## src/rtl/mem_stage.sv

```systemverilog
// mem_stage: MEM pipeline stage with ready-handshaked data access, branch resolution and MEM/WB register
// Define MEM_TIMEOUT_EN to abort accesses after TIMEOUT_CYCLES REQ cycles without mem_ready.
module mem_stage #(
    parameter int TIMEOUT_CYCLES = 16
) (
    input  logic        clk,
    input  logic        reset,
    input  logic        RegWrite_mem,
    input  logic        MemtoReg_mem,
    input  logic        Branch_mem,
    input  logic        Zero_mem,
    input  logic        MemWrite_mem,
    input  logic        MemRead_mem,
    input  logic        is_greater_mem,
    input  logic [63:0] immvalue_added_pc_mem,
    input  logic [63:0] ALU_result_mem,
    input  logic [63:0] WriteData_mem,
    input  logic [3:0]  function_code_mem,
    input  logic [4:0]  destination_reg_mem,
    output logic        mem_req,
    output logic        mem_we,
    output logic [1:0]  mem_size,
    output logic [63:0] mem_addr,
    output logic [63:0] mem_wdata,
    input  logic        mem_ready,
    input  logic [63:0] mem_rdata,
    output logic        stall,
    output logic        PCSrc,
    output logic [63:0] branch_target,
    output logic        Flush,
    output logic        RegWrite_wb,
    output logic        MemtoReg_wb,
    output logic [63:0] ReadData_wb,
    output logic [63:0] ALU_result_wb,
    output logic [4:0]  destination_reg_wb,
    output logic        mem_error
);
    localparam logic [1:0] IDLE = 2'd0, REQ = 2'd1, DONE = 2'd2;
    logic [1:0]  state, state_nx;
    logic [63:0] rdata_q;
    logic [2:0]  f3;
    logic        memop, taken, retire, abort, aborted;
    logic        unused;
    assign memop         = MemRead_mem | MemWrite_mem;
    assign f3            = function_code_mem[2:0];
    assign unused        = function_code_mem[3];
    assign mem_we        = MemWrite_mem;
    assign mem_size      = function_code_mem[1:0];
    assign mem_addr      = ALU_result_mem;
    assign mem_wdata     = WriteData_mem;
    assign branch_target = immvalue_added_pc_mem;
    assign taken = f3 == 3'b000 ? Zero_mem :
                   f3 == 3'b001 ? !Zero_mem :
                   f3 == 3'b100 ? !is_greater_mem & !Zero_mem :
                   f3 == 3'b101 ? is_greater_mem | Zero_mem : 1'b0;
    assign mem_req = state == REQ;
    // Gated by reset so the front end sees no stall or redirect while the stage is held in reset
    assign stall   = !reset & (mem_req | (state == IDLE & memop));
    assign PCSrc   = !reset & Branch_mem & taken & (state == IDLE) & !memop;
    assign Flush   = PCSrc;
    assign retire  = (state == IDLE & !memop) | (state == DONE);
    assign state_nx = state == IDLE ? (memop ? REQ : IDLE) :
                      state == REQ  ? ((mem_ready | abort) ? DONE : REQ) : IDLE;
`ifdef MEM_TIMEOUT_EN
    localparam int CW = TIMEOUT_CYCLES > 1 ? $clog2(TIMEOUT_CYCLES) : 1;
    logic [CW-1:0] cnt;
    logic          err_q;
    assign abort     = mem_req & !mem_ready & (cnt == CW'(TIMEOUT_CYCLES - 1));
    assign mem_error = err_q;
    always_ff @(posedge clk or posedge reset)
        if (reset) begin
            cnt     <= '0;
            aborted <= 1'b0;
            err_q   <= 1'b0;
        end else begin
            cnt     <= (mem_req & !mem_ready) ? cnt + 1'b1 : '0;
            aborted <= abort;
            err_q   <= err_q | abort;
        end
`else
    assign abort     = 1'b0;
    assign aborted   = 1'b0;
    assign mem_error = 1'b0;
`endif
    always_ff @(posedge clk or posedge reset)
        if (reset) begin
            state              <= IDLE;
            rdata_q            <= '0;
            RegWrite_wb        <= 1'b0;
            MemtoReg_wb        <= 1'b0;
            ReadData_wb        <= '0;
            ALU_result_wb      <= '0;
            destination_reg_wb <= '0;
        end else begin
            state <= state_nx;
            if (mem_req & (mem_ready | abort))
                rdata_q <= (MemWrite_mem | !mem_ready) ? '0 : mem_rdata;
            RegWrite_wb <= retire & RegWrite_mem & !aborted;
            MemtoReg_wb <= retire & MemtoReg_mem;
            if (retire) begin
                ALU_result_wb      <= ALU_result_mem;
                destination_reg_wb <= destination_reg_mem;
                ReadData_wb        <= state == DONE ? rdata_q : '0;
            end
        end
endmodule
```

## config.mk

```make
export PLATFORM = sky130hd
export DESIGN_NAME = mem_stage
export DESIGN_NICKNAME = d
export VERILOG_FILES = /design/src/rtl/mem_stage.sv
export SDC_FILE = /design/constraint.sdc
export NUM_CORES = 1
export LEC_CHECK = 0
export ABC_AREA = 1
export CORE_AREA = 5 5 231 233
export CTS_CLUSTER_SIZE = 8
export DETAILED_ROUTE_END_ITERATION = 7
export DIE_AREA = 0 0 236 238
export MAX_ROUTING_LAYER = met4
export PLACE_DENSITY = 0.43
export SLEW_MARGIN = 20
export SYNTH_ARGS = -nofsm -noshare
export SYNTH_HDL_FRONTEND = slang
export SYNTH_SLANG_ARGS = --single-unit
export TNS_END_PERCENT = 30
```

## constraint.sdc

```tcl
create_clock -name clk -period 12.3 [get_ports clk]
set_input_delay 2.46 -clock clk [delete_from_list [all_inputs] [get_ports clk]]
set_output_delay 2.46 -clock clk [all_outputs]
set_load 0.02 [all_outputs]
```

== Word-level counts from Yosys, hierarchy flattened ==
Index checks and enable logic that the tools add are counted.

* Output and inout bits: 335
* Input port bits: 275
* Logic and storage cells: 45
* Register bits after elaboration: 201

* Bitwise logic cells: 16
* Muxes and demuxes: 10
* Equal/unequal tests: 5
* Reductions and logical operators: 7

{| class="wikitable"
|+ Operators with widths
! cell !! count
|-
| $mux W64 || 2
|-
| $and A1 B1 Y1 || 11
|-
| $eq A3 B3 Y1 const B || 2
|-
| $mux W2 || 3
|-
| $logic_not A1 Y1 || 5
|-
| $mux W1 || 5
|-
| $or A1 B1 Y1 || 5
|-
| $eq A3 B1 Y1 const B || 1
|-
| $logic_not A3 Y1 || 1
|-
| $eq A2 B1 Y1 const B || 1
|-
| $eq A2 B2 Y1 const B || 1
|-
| $logic_not A2 Y1 || 1
|}

== Logic depth before layout (Yosys ltp) ==
Gate-level depths: netlist of run 1.

* Depth after elaboration: 8
* Depth in mapped cells: 7
* Gate-level depth less buffers: 6

== Worst setup path before layout of run 1 ==
Ideal clock, no wire load.

* Kind: input -> output
* From: input port MemWrite_mem
* To: output port PCSrc
* Path buffers: 1
* Stages: 6
* Path slack: 6.488 ns
* Arrival: 3.352 ns
* Cells stage by stage: nor2_2 -> nand2_1 -> nor2_1 -> nand2_1 -> nor2_1 -> buf_4

* Longest elaborated chain between the ends: 3

{| class="wikitable"
|+ Ends and longest elaborated chain
! element !! RTL line !! text
|-
| start: declaration || 12 || <nowiki>input logic MemWrite_mem,</nowiki>
|-
| $or A1 B1 Y1 || 44 || <nowiki>assign memop = MemRead_mem | MemWrite_mem;</nowiki>
|-
| $logic_not A1 Y1 || 59 || <nowiki>assign PCSrc = !reset & Branch_mem & taken & (state == IDLE) & !memop;</nowiki>
|-
| $and A1 B1 Y1 || 59 ||
|-
| end: declaration || 28 || <nowiki>output logic PCSrc,</nowiki>
|}

No other way between the ends.

== Final worst setup path of run 1 ==
* From: input port MemWrite_mem
* To: output port Flush

* Longest elaborated chain between the ends: 3

{| class="wikitable"
|+ Ends and longest elaborated chain
! element !! RTL line !! text
|-
| $or A1 B1 Y1 || 44 ||
|-
| $logic_not A1 Y1 || 59 ||
|-
| $and A1 B1 Y1 || 59 ||
|-
| end: declaration || 30 || <nowiki>output logic Flush,</nowiki>
|}

No other way between the ends.

==> results_dict.tcl, run 1 <==
set metrics [dict create \
    place.port_buffers 351 \
    max-slew-margin-rel_pct 35.0 \
    crit_type "in2out" \
    outcome "complete, no violations" \
    cts_resized 0 \
    clkPwrFrac_pct 22.5 \
    p_comb_share_pct 42.0 \
    critPathRequiredTime_ns 9.84 \
    multi_input_area_mm2 0.00210 \
    rsz0062_at_grt "no" \
    leakagePower_nw 5.53 \
    postCtsSetupBuffers 0 \
    grt_overflow_total 0 \
    power_switching_w 0.00120 \
    synth.cell_area_mm2 0.00914 \
    antenna_found_initial 2 \
    synth_edf_count 0 \
    yosys_warnings 0 \
    final_hold_viol_count 0 \
    die-area_mm2 0.0562 \
    path_max_fanout 4 \
    drc 0 \
    placed_cells_incl_taps 1801 \
    synth_seq_cells 201 \
    fin_skew_ns 0.0118 \
    crit_family "buffers and inverters" \
    seqCellArea_mm2 0.00503 \
    die_x_um 236 \
    clock-sinks 201 \
    routed_wl_um 29400 \
    ant_nets 0 \
    setup_violations 0 \
    yosys-top-cells-area "dfrtp_1 (55%), buf_4 (17%), nand2_1 (11%), o21ai_0 (6.8%), nand3_1 (3.6%)" \
    avgSynthCellArea_um2 9.08 \
    grt_max_degree 95 \
    final_cells 1838 \
    vias_per_cell 3.74 \
    yosysTopAreaCell "dfrtp_1" \
    core_mm2 0.0510 \
    crit_arrival_ns 4.54 \
    initial_core_util_pct 17.9 \
    synth_fp_nets 1282 \
    report.final.slew_viol_count 0 \
    yosysSeqAreaShare_pct 55.0 \
    tns_ns 0 \
    max_slew.worst_pin.slew_ns 0.975 \
    synth_top_area_share_pct 55.0 \
    ios 610 \
    ir_worst_vdd_uv 91.9 \
    clk_path_buf_depth 3 \
    die-height_um 238 \
    first_pass_iters 4 \
    yosysMostFrequentCell "nand2_1" \
    power.density_mw_per_mm2 252 \
    power_frac_seq_pct 35.4 \
    cp-start-kind "input pin" \
    clk_latency_ns 0.56 \
    cts_htree_levels 1 \
    synth_cell_types 17 \
    grt_use_total_pct 10.3 \
    hold_buffers 0 \
    dp_hpwl_um 20200 \
    synthToLayoutAreaGrowth_pct 38.2 \
    path_cells "clkdlybuf4s50_1 -> nor2_2 -> nand2_1 -> nor2_1 -> nand2_1 -> nor2_1 -> clkdlybuf4s50_1" \
    cts_tree "yes" \
    maxCapViolations 0 \
    async_flop_share_pct 100 \
    fin_crit_ns 7.00 \
    timing.final.crit_share_pct 56.9 \
    drive_above_1_share_pct 4.07 \
    fmax_mhz 143 \
    timing.critical_path.buf_inv 2 \
    rows 83 \
    p_int_w 0.00198 \
    final_nets 1427 \
    swShare_pct 37.7 \
    drtIter0Drc 250 \
    cts_root_buffer "clkbuf_16" \
    worstHoldPathType "reg2reg" \
    synthTopCellsByCount "nand2_1 (280), buf_4 (210), dfrtp_1 (201)" \
    numCtsBuffers 29 \
    ys.flop_type "dfrtp_1" \
    critical-path-slowest-cell "clkdlybuf4s50_1" \
    end_kind "output port" \
    critPathMaxStageDelay_ns 0.69 \
    netlist_instances 1007 \
    gp_congestion 0.825 \
    grt_pass1_wl_um 45000 \
    nFillCells 5516 \
    grt_pass1_vias 7216 \
    clkTransAtPathRegs_ns 0.05 \
    wl_per_cell_um 16.0 \
    vias 6867 \
]
==> final timing paths <==
| check | startpoint | end | slack (ns) | depth (start not counted) |
|---|---|---|---|---|
| worst max-delay path | MemWrite_mem | Flush | 5.30 | 7 |
| worst min-delay path | ALU_result_wb[19] | ALU_result_wb[19] | 0.46 | 2 |
| worst max register to register | state[1] | rdata_q[61] | 9.77 | 6 |
| worst min register to register | ALU_result_wb[19] | ALU_result_wb[19] | 0.46 | 2 |
| max in group asynchronous | reset | ALU_result_wb[5] | 8.56 | 3 |
| min in group asynchronous | reset | state[0] | 2.42 | 2 |
==> cell usage in the layout, fill, tap and decap left out <==
| cell type | synthesis | final |
|---|---|---|
| o21ai_1 | 6 | 6 |
| inv_8 | 0 | 1 |
| nor2_4 | 0 | 1 |
| conb_1 | 1 | 1 |
| clkdlybuf4s50_1 | 0 | 351 |
| o21ai_4 | 1 | 1 |
| inv_1 | 73 | 72 |
| clkbuf_8 | 0 | 2 |
| o21ai_0 | 124 | 124 |
| nand2_2 | 0 | 2 |
| nor2_2 | 2 | 1 |
| nand3_1 | 65 | 65 |
| nand2_1 | 280 | 278 |
| dfrtp_1 | 201 | 201 |
| nor2_1 | 6 | 6 |
| a21oi_1 | 2 | 2 |
| clkbuf_1 | 13 | 3 |
| clkbuf_16 | 0 | 29 |
| inv_16 | 0 | 1 |
| inv_2 | 1 | 1 |
| diode_2 | 0 | 2 |
| buf_4 | 210 | 8 |
==> state kept, by name, indices dropped and copies added (netlist names) <==
signal	flops
RegWrite_wb	1
ReadData_wb	64
destination_reg_wb	5
state	2
ALU_result_wb	64
MemtoReg_wb	1
rdata_q	64
==> worst min-delay path, cell delays in order (launching register included) <==
cell	delay [ns]
dfrtp_1	0.33
nand2_1	0.05
nand2_1	0.05
==> power groups by stage <==
| stage | clock [W] | sequential, W | combinational (W) |
|---|---|---|---|
| after floorplan | 0 | 0.00139 | 0.000503 |
| after global placement | 0 | 0.00113 | 0.00137 |
| after detailed placement | 0 | 0.00114 | 0.00137 |
| after CTS | 0.000756 | 0.00113 | 0.00138 |
| after global routing | 0.000782 | 0.00117 | 0.00147 |
| final | 0.000718 | 0.00113 | 0.00134 |
==> logic make-up after synthesis <==
logic type / count (synthesis) / share of synthesized area [%]
compound gates: 133 / 7.41
buf+inv: 319 / 22.1
flops: 201 / 55.0
other cells: 1 / 0.0410
simple gates: 353 / 15.4
==> per-stage QoR <==
step / hold WS [ns] / util (%) / setup WS [ns] / instance area [µm²] / total power (W)
final: 0.464 / 24.8 / 5.30 / 12600 / 0.00319
after global routing: 0.479 / 24.8 / 5.20 / 12600 / 0.00343
after CTS: 0.470 / 24.8 / 5.26 / 12600 / 0.00327
after detailed placement: 0.458 / 23.2 / 5.25 / 11800 / 0.00251
after global placement: 0.454 / 23.2 / 5.26 / 11800 / 0.00250
after floorplan: 0.483 / - / 4.36 / 9140 / 0.00190
==> routing by layer <==
metal	up-vias	track usage, %	share of wire (%)
li1	3224	-	-
met1	3223	11.5	39
met2	356	16.1	46
met3	64	5.13	11
met4	0	3.48	3.9
met5	-	-	0
==> layout make-up <==
class	count	area share (%)
antenna	2	0.0396
clock buffer	34	6.05
clock inverter	1	0.158
inverter	74	2.26
multi-input combinational	487	16.6
sequential	201	39.8
tap	680	6.74
timing repair buffer	359	28.3
(Power assumes the default switching activity.)
==> run 2, diff against run 1 <==
--- a/config.mk
+++ b/config.mk
@@ -6,12 +6,12 @@
 export NUM_CORES = 1
 export LEC_CHECK = 0
 export ABC_AREA = 1
-export CORE_AREA = 5 5 231 233
+export CORE_AREA = 5 5 234 236
 export CTS_CLUSTER_SIZE = 8
 export DETAILED_ROUTE_END_ITERATION = 7
-export DIE_AREA = 0 0 236 238
+export DIE_AREA = 0 0 239 241
 export MAX_ROUTING_LAYER = met4
-export PLACE_DENSITY = 0.43
+export PLACE_DENSITY = 0.42
 export SLEW_MARGIN = 20
 export SYNTH_ARGS = -nofsm -noshare
 export SYNTH_HDL_FRONTEND = slang
==> constraint.sdc (replaced) <==
create_clock -name clk -period 6.91 [get_ports clk]
set_input_delay 1.382 -clock clk [delete_from_list [all_inputs] [get_ports clk]]
set_output_delay 1.382 -clock clk [all_outputs]
set_load 0.02 [all_outputs]
==> run 2 against run 1 <==
Against the previous run:
- core utilization is 0.58 points lower
- clock skew is 0.0081 ns higher
- first-iteration DRC count is 0.40% higher
- wire length is 2.1% higher
- worst setup slack worse by 3.2 ns
- die area is 2.5% higher
- design area hardly changed
- clock power is 77% higher
- cell count is 0.49% higher
- sequential share of layout area hardly changed
==> results_dict.tcl, run 2 (synthesized netlist as in run 1, its figures left out) <==
set metrics [dict create \
    dr_wl_met2_um 13800 \
    die_x_um 239 \
    hold_buffers 0 \
    rsz0062_at_grt "no" \
    grt_use_total_pct 10.1 \
    top_layer "met4" \
    end_kind "output port" \
    rows 84 \
    vias_per_cell 3.73 \
    reg2reg_slack_ns 4.58 \
    min_delay_worst_endpoint "ALU_result_wb[53]" \
    setup_violations 0 \
    postCtsSetupBuffers 0 \
    cts_root_buffer "clkbuf_16" \
    numCtsBuffers 29 \
    clk_latency_ns 0.55 \
    utilization_pct 24.2 \
    crit_type "in2out" \
    fin_skew_ns 0.0198 \
    max-slew-margin-rel_pct 30.7 \
    drc 0 \
    routed_wl_um 30000 \
    fin_crit_ns 4.78 \
    first_pass_iters 4 \
    dp_hpwl_um 20700 \
    place.port_buffers 351 \
    met1_length_um 11600 \
    final_hold_viol_count 0 \
    timing.final.crit_share_pct 69.1 \
    reg_top3 "ALU_result_wb x64, ReadData_wb x64, rdata_q x64" \
    met3_length_um 3790 \
    path_max_fanout 4 \
    fmax_mhz 209 \
    antenna_found_initial 4 \
    crit_arrival_ns 3.39 \
    core_mm2 0.0522 \
    grt_overflow_total 0 \
    reg2reg_depth 6 \
    min_from "ALU_result_wb[53]" \
    final_common_cell "clkdlybuf4s50_1" \
    final_nets 1428 \
    ios 610 \
    leakagePower_nw 5.52 \
    rr_startpoint "state[1]" \
    ir_worst_vdd_uv 136 \
    gp_congestion 0.841 \
    cts_resized 0 \
    max_slew.worst_pin.slew_ns 1.04 \
    hold-path-cell-count 2 \
    grt_pass1_vias 7024 \
    drive_above_1_share_pct 3.98 \
    report.final.slew_viol_count 0 \
    wl_per_cell_um 16.3 \
    critPathMaxStageDelay_ns 0.67 \
    path_cells "clkdlybuf4s50_1 -> nor2_2 -> nand2_1 -> nor2_1 -> nand2_1 -> nor2_1 -> clkdlybuf4s50_1" \
    drtIter0Drc 251 \
    power.density_mw_per_mm2 449 \
    vias 6892 \
    synthToLayoutAreaGrowth_pct 38.2 \
    ant_nets 0 \
    clock-sinks 201 \
    tns_ns 0 \
    clkTransAtPathRegs_ns 0.05 \
    die-height_um 241 \
    initial_core_util_pct 17.5 \
    worstHoldPathType "reg2reg" \
    critical-path-slowest-cell "clkdlybuf4s50_1" \
    cts_tree "yes" \
    clk_path_buf_depth 3 \
    outcome "complete, no violations" \
    layout_common_cells "clkdlybuf4s50_1 (351), nand2_1 (278), dfrtp_1 (201)" \
    grt_max_degree 98 \
    cts_htree_levels 1 \
    die-area_mm2 0.0576 \
    reg2reg_to "rdata_q[26]" \
    grt_pass1_wl_um 44300 \
    maxCapViolations 0 \
    critPathRequiredTime_ns 5.53 \
    cp-start-kind "input pin" \
]
==> run 2: changes by cell type in the layout (fill, tap and decap cells not counted) <==
| cell | before | now |
|---|---|---|
| inv_16 | 1 | 0 |
| diode_2 | 2 | 4 |
| buf_4 | 8 | 9 |
| clkbuf_8 | 2 | 0 |
| bufinv_16 | 0 | 1 |
==> run 2: routing by layer <==
layer  GRT usage (%)  up-vias
li1                -     3228
met1            11.3     3265
met2            16.1      343
met3            4.99       56
met4            2.91        0
met5               -        -
==> run 2: power by group <==
| part | total (W) | switching [W] | internal (W) |
|---|---|---|---|
| Clock | 0.00127 | 0.000502 | 0.000770 |
| Sequential | 0.00201 | 0.000255 | 0.00176 |
| Combinational | 0.00239 | 0.00138 | 0.00101 |
| Total | 0.00568 | 0.00214 | 0.00354 |
==> run 2: layout make-up <==
| type | count | area, µm² |
|---|---|---|
| sequential | 201 | 5030 |
| clock inverter | 1 | 30.0 |
| tap | 688 | 861 |
| inverter | 74 | 285 |
| multi-input combinational | 487 | 2100 |
| antenna | 4 | 10.0 |
| timing repair buffer | 360 | 3580 |
| clock buffer | 32 | 737 |
| fill | 5694 | 39600 |
==> run 2: worst max-delay path by stage <==
stage | startpoint | end | slack, ns | cells past startpoint
final | MemWrite_mem | Flush | 2.13 | 7
after CTS | MemWrite_mem | Flush | 2.10 | 7
after floorplan | reset | ALU_result_wb[0] | 0.05 | 1
after detailed placement | MemWrite_mem | Flush | 2.10 | 7
after global placement | MemWrite_mem | Flush | 2.12 | 7
after global routing | MemWrite_mem | Flush | 2.03 | 7
==> run 2: stage by stage <==
stage	instance area (µm²)	setup WS, ns	cells	hold slack (ns)	total power [W]
detailed placement	11900	2.10	1810	0.458	0.00448
floorplan	9140	0.0456	1007	0.483	0.00338
CTS	12600	2.10	1843	0.471	0.00582
global route	12600	2.03	1847	0.484	0.00609
finish	12600	2.13	1847	0.465	0.00568
global placement	11900	2.12	1810	0.453	0.00446
==> run 2: worst max-delay path, delay by kind of cell <==
kind,cells,cell delay (ns)
simple gates,5,0.84
buf+inv,2,1.17
